`src/rtl/uart_pkg.sv`:
```
// uart_pkg: shared UART transmitter/receiver state type and default bit timing
package uart_pkg;
  typedef enum logic [1:0] {IDLE, START, DATA, STOP} tx_state_t;
  localparam int CLKS_PER_BIT_DEFAULT = 434;
endpackage

```
`src/rtl/tx_fifo.sv`:
```
// tx_fifo: byte FIFO (push/din in, pop/dout out, count/full/empty status); push while full is taken only with a same-cycle pop
module tx_fifo #(
  parameter int FIFO_DEPTH = 4
) (
  input  logic                          clk,
  input  logic                          rst,
  input  logic                          push,
  input  logic                          pop,
  input  logic [7:0]                    din,
  output logic [7:0]                    dout,
  output logic [$clog2(FIFO_DEPTH):0]   count,
  output logic                          full,
  output logic                          empty
);
  localparam int AW = $clog2(FIFO_DEPTH);
  localparam int CW = AW + 1;
  logic [7:0] mem [FIFO_DEPTH];
  logic [AW-1:0] rd_ptr, wr_ptr;
  logic wr;
  assign full = count == CW'(FIFO_DEPTH);
  assign empty = count == '0;
  assign dout = mem[rd_ptr];
  assign wr = push && (!full || pop);
  always_ff @(posedge clk) begin
    if (rst) begin
      rd_ptr <= '0;
      wr_ptr <= '0;
      count <= '0;
    end else begin
      if (wr) begin
        mem[wr_ptr] <= din;
        wr_ptr <= wr_ptr + 1'b1;
      end
      if (pop) rd_ptr <= rd_ptr + 1'b1;
      count <= count + CW'(wr) - CW'(pop);
    end
  end
endmodule

```
`src/rtl/tx_block.sv`:
```
// tx_block: buffered 8N1 UART transmitter (tx_data/tx_load in, cts gating, error_clear; serial_out, fifo_full, busy, overrun_error out)
module tx_block import uart_pkg::*; #(
  parameter int CLKS_PER_BIT = CLKS_PER_BIT_DEFAULT,
  parameter int FIFO_DEPTH = 4
) (
  input  logic       clk,
  input  logic       rst,
  input  logic [7:0] tx_data,
  input  logic       tx_load,
  input  logic       cts,
  input  logic       error_clear,
  output logic       serial_out,
  output logic       fifo_full,
  output logic       busy,
  output logic       overrun_error
);
  localparam int BW = $clog2(CLKS_PER_BIT);
  tx_state_t state, state_n;
  logic [BW-1:0] baud;
  logic [2:0] idx, idx_n;
  logic [7:0] shift, dout;
  logic [$clog2(FIFO_DEPTH):0] count;
  logic empty, pop, baud_done, drop;
  tx_fifo #(.FIFO_DEPTH(FIFO_DEPTH)) u_fifo (
    .clk(clk), .rst(rst), .push(tx_load), .pop(pop), .din(tx_data),
    .dout(dout), .count(count), .full(fifo_full), .empty(empty)
  );
  assign baud_done = baud == BW'(CLKS_PER_BIT - 1);
  assign busy = state != IDLE || count != '0;
  assign drop = tx_load && fifo_full && !pop;
  always_comb begin
    pop = !empty && cts && (state == IDLE || (state == STOP && baud_done));
    state_n = state;
    case (state)
      IDLE:  state_n = pop ? START : IDLE;
      START: state_n = baud_done ? DATA : START;
      DATA:  state_n = (baud_done && idx == 3'd7) ? STOP : DATA;
      STOP:  state_n = baud_done ? (pop ? START : IDLE) : STOP;
      default: state_n = IDLE;
    endcase
    idx_n = state != DATA ? 3'd0 : baud_done ? idx + 3'd1 : idx;
  end
  always_ff @(posedge clk) begin
    if (rst) begin
      state <= IDLE;
      baud <= '0;
      idx <= '0;
      shift <= '0;
      serial_out <= 1'b1;
      overrun_error <= 1'b0;
    end else begin
      state <= state_n;
      baud <= (state_n == IDLE || state_n != state || baud_done) ? '0 : baud + 1'b1;
      idx <= idx_n;
      if (pop) shift <= dout;
      serial_out <= state_n == START ? 1'b0 : state_n == DATA ? shift[idx_n] : 1'b1;
      overrun_error <= drop ? 1'b1 : error_clear ? 1'b0 : overrun_error;
    end
  end
endmodule

```
`config.mk`:
```
export PLATFORM = sky130hd
export DESIGN_NAME = tx_block
export DESIGN_NICKNAME = d
export VERILOG_FILES = /design/src/rtl/uart_pkg.sv /design/src/rtl/tx_fifo.sv /design/src/rtl/tx_block.sv
export SDC_FILE = /design/constraint.sdc
export NUM_CORES = 1
export LEC_CHECK = 0
export ABC_AREA = 1
export CAP_MARGIN = 15
export CORE_ASPECT_RATIO = 1.1
export CORE_MARGIN = 8
export CORE_UTILIZATION = 60
export CTS_CLUSTER_DIAMETER = 200
export CTS_CLUSTER_SIZE = 12
export DETAILED_ROUTE_END_ITERATION = 7
export GPL_TIMING_DRIVEN = 1
export PLACE_DENSITY = 0.85
export SLEW_MARGIN = 15
export SYNTH_ARGS = -nofsm -noshare
export SYNTH_HDL_FRONTEND = slang
export SYNTH_SLANG_ARGS = --single-unit
export TNS_END_PERCENT = 20
```
`constraint.sdc`:
```
create_clock -name clk -period 6.05 [get_ports clk]
set_clock_uncertainty 0.1 [all_clocks]
set_input_delay 1.5125 -clock clk [delete_from_list [all_inputs] [get_ports clk]]
set_output_delay 1.5125 -clock clk [all_outputs]
set_load 0.02 [all_outputs]
```
==> flow_metrics.py <==
metrics = {
    "min_path": {
        "min-delay-start": "shift[5]",
        "hold_path.class": "register to register",
        "min_path_cells": 2,
        "whs_endpoint": "shift[5]",
    },
    "synth": {
        "syn_nets": 317,
        "synth_seq_cells": 63,
        "synth_commonest_cells": "43 x nor2_1, 38 x inv_1, 32 x edfxtp_1",
        "synth_area_leader_cell": "edfxtp_1",
        "synth.avg_cell_area_sq_um": 9.42,
        "synth_warnings": 0,
        "yosysMostFrequentCell": "nor2_1",
        "synth_top_cell_area_share": 0.348,
        "ys_types": 31,
        "async_flop_share": 0,
        "ys.flop_type": "edfxtp_1",
        "synth_edf_count": 32,
        "synth_area_leaders": "edfxtp_1 35%, dfxtp_1 22%, nor2_1 5.8%",
        "synth_seq_area_share": 0.573,
        "syn_inst": 293,
        "synthesis.area_sq_um": 2760,
    },
    "clock_tree": {
        "htreeDepth": 3,
        "insertion_delay_ns": 0.33,
        "cts.path.max_buffers": 2,
        "post_cts_buffers": 0,
        "clockRootBuffer": "clkbuf_8",
        "cts_buffers": 9,
        "cts_resized": 0,
        "hold_buffers": 0,
        "numClockSinks": 63,
        "tritoncts": "built",
        "clkTransAtPathRegs_ns": 0.07,
    },
    "sta": {
        "setup-violations-final": 0,
        "maxSlewHeadroom": 0.554,
        "rsz0062_at_grt": "false",
        "period_needed_ns": 3.50,
        "drv_slew": 0,
        "min_period_over_period": 0.579,
        "finalSetupTns_ns": 0,
        "layout_setup_ws_ns": 2.55,
        "hold_violations": 0,
        "tightest_slew_ns": 0.666,
        "max_freq_ghz": 0.285,
    },
    "power": {
        "vdd_ir_drop_max_uv": 197,
        "pwr_density_cell_nw_per_um2": 369,
        "leakage_nw": 1.23,
        "finalPower_mw": 1.16,
    },
    "floorplan": {
        "die_h_um": 87.2,
        "start_util": 0.606,
        "core_sq_um": 4550,
        "rows": 26,
        "die_w_um": 80.7,
        "dieArea_sq_um": 7030,
        "boundaryPins": 17,
    },
    "setup_path": {
        "r2r_setup_slack_ns": 3.30,
        "arrival_ns": 3.37,
        "endpoint_kind": "register",
        "reg2reg_depth": 11,
        "required_ns": 5.92,
        "critical_path_peak_fanout": 21,
        "reg2reg_from": "baud[0]",
        "crit_type": "primary input to register",
        "worstReg2RegEnd": "u_fifo.mem[3][7]",
        "start_kind": "primary input",
    },
    "place": {
        "dp_hpwl_um": 3930,
        "gp_congestion": 0.852,
        "io_buffers": 16,
        "dpl_worst_slack_ns": 2.16,
    },
    "finish": {
        "seq_area_sq_um": 1580,
        "diodes": 0,
        "synthToLayoutAreaGrowth_pct": 14.2,
        "fin_nets": 336,
        "multi_input_area_sq_um": 973,
        "layout-drive-gt1-share": 0.0946,
        "fill_cells": 354,
    },
    "global_routing": {
        "grt_pass1_wl_um": 9090,
        "overflow": 0,
        "antenna_found_initial": 0,
        "grt_pass1_vias": 2077,
        "grt_util_all_layers": 0.172,
        "grt_start_max_net_pins": 22,
    },
    "outcome": {
        "outcome": "completed",
    },
    "drt": {
        "vias": 2036,
        "ant_nets": 0,
        "firstDrtPassIters": 4,
        "routed_wl_um": 5380,
        "vias_per_cell": 5.46,
        "drc": 0,
        "wire_per_inst_um": 14.4,
        "drt_iter0_markers": 176,
    },
    "run": {
        "drv_cap": 0,
    },
}
[area by class of cell]
cell class                 count  share of cell area
clock inverter                 3              0.0127
timing repair buffer          16              0.0508
tap                           56              0.0222
inverter                      42              0.0500
clock buffer                  13              0.0540
multi-input combinational    180               0.309
sequential                    63               0.502
[where the power goes]
group / internal [mW] / leakage (nW) / switching (mW)
clock network: 0.226 / 0.109 / 0.152
registers: 0.501 / 0.544 / 0.0318
logic: 0.0932 / 0.575 / 0.160
[state kept, by name, summed over array words and instances, names as in the netlist]
name,count
u_fifo.wr_ptr,2
baud,9
u_fifo.mem,32
u_fifo.rd_ptr,2
u_fifo.count,3
shift,8
state,2
idx,3
overrun_error,1
serial_out,1
[logic make-up after synthesis]
family,Yosys count,synth area share
buffers and inverters,50,0.0748
and+or+nand+nor,109,0.176
adders and majority gates,11,0.0526
DFF,63,0.573
xor gates and xnor gates,4,0.0127
AOI/OAI and AO/OA,56,0.111
[per-layer routing]
| layer | wire length [um] | track usage | share of wire |
|---|---|---|---|
| met5 | 0 | 0 | 0 |
| met4 | 127 | 0.112 | 0.024 |
| met3 | 289 | 0.0548 | 0.054 |
| met2 | 2930 | 0.298 | 0.54 |
| met1 | 2040 | 0.172 | 0.38 |
[placed cells by master, fill, tap and decap left out, types with 2 or more instances in the layout]
master,Yosys,final
nand2_1,30,30
a21oi_1,15,15
clkinv_2,0,2
or2_2,2,2
inv_1,38,38
dfxtp_1,31,31
o21ai_0,29,29
clkdlybuf4s50_1,0,16
and3_1,2,2
nor2_2,2,2
nand3_1,14,14
ha_1,10,10
nor2_1,43,43
xor2_1,4,4
o22ai_1,8,8
nand4_1,6,6
inv_2,3,3
edfxtp_1,32,32
nand2_2,6,6
clkbuf_1,2,2
clkbuf_8,0,10
[stage by stage]
step | instances | cell area (sq um) | util | hold WS (ns)
finish | 373 | 3150 | 0.692 | 0.356
floorplan | 293 | 2760 | - | 0.330
CTS | 373 | 3150 | 0.692 | 0.359
global route | 373 | 3150 | 0.692 | 0.376
detailed placement | 357 | 2940 | 0.646 | 0.346
global placement | 357 | 2940 | 0.646 | 0.341
[worst max-delay path by stage]
stage               startpoint                to  depth (start not counted)
CTS                        cts  u_fifo.mem[3][1]                          9
floorplan                  cts   u_fifo.count[2]                         11
detailed placement         cts  u_fifo.mem[3][2]                          9
finish                     cts  u_fifo.mem[3][7]                          9
global placement           cts  u_fifo.mem[3][2]                          9
global route               cts  u_fifo.mem[3][7]                          9
[worst max-delay path, cell delays in order]
cell and delay [ns]:
clkdlybuf4s50_1 0.45, o21ai_0 0.07, nor2_1 0.15, nand2_2 0.24, nand2_1 0.15, nand2_2 0.09
inv_2 0.06, nand2_1 0.10, nor2_1 0.55
Note: power is estimated with default switching activity, not from simulation.
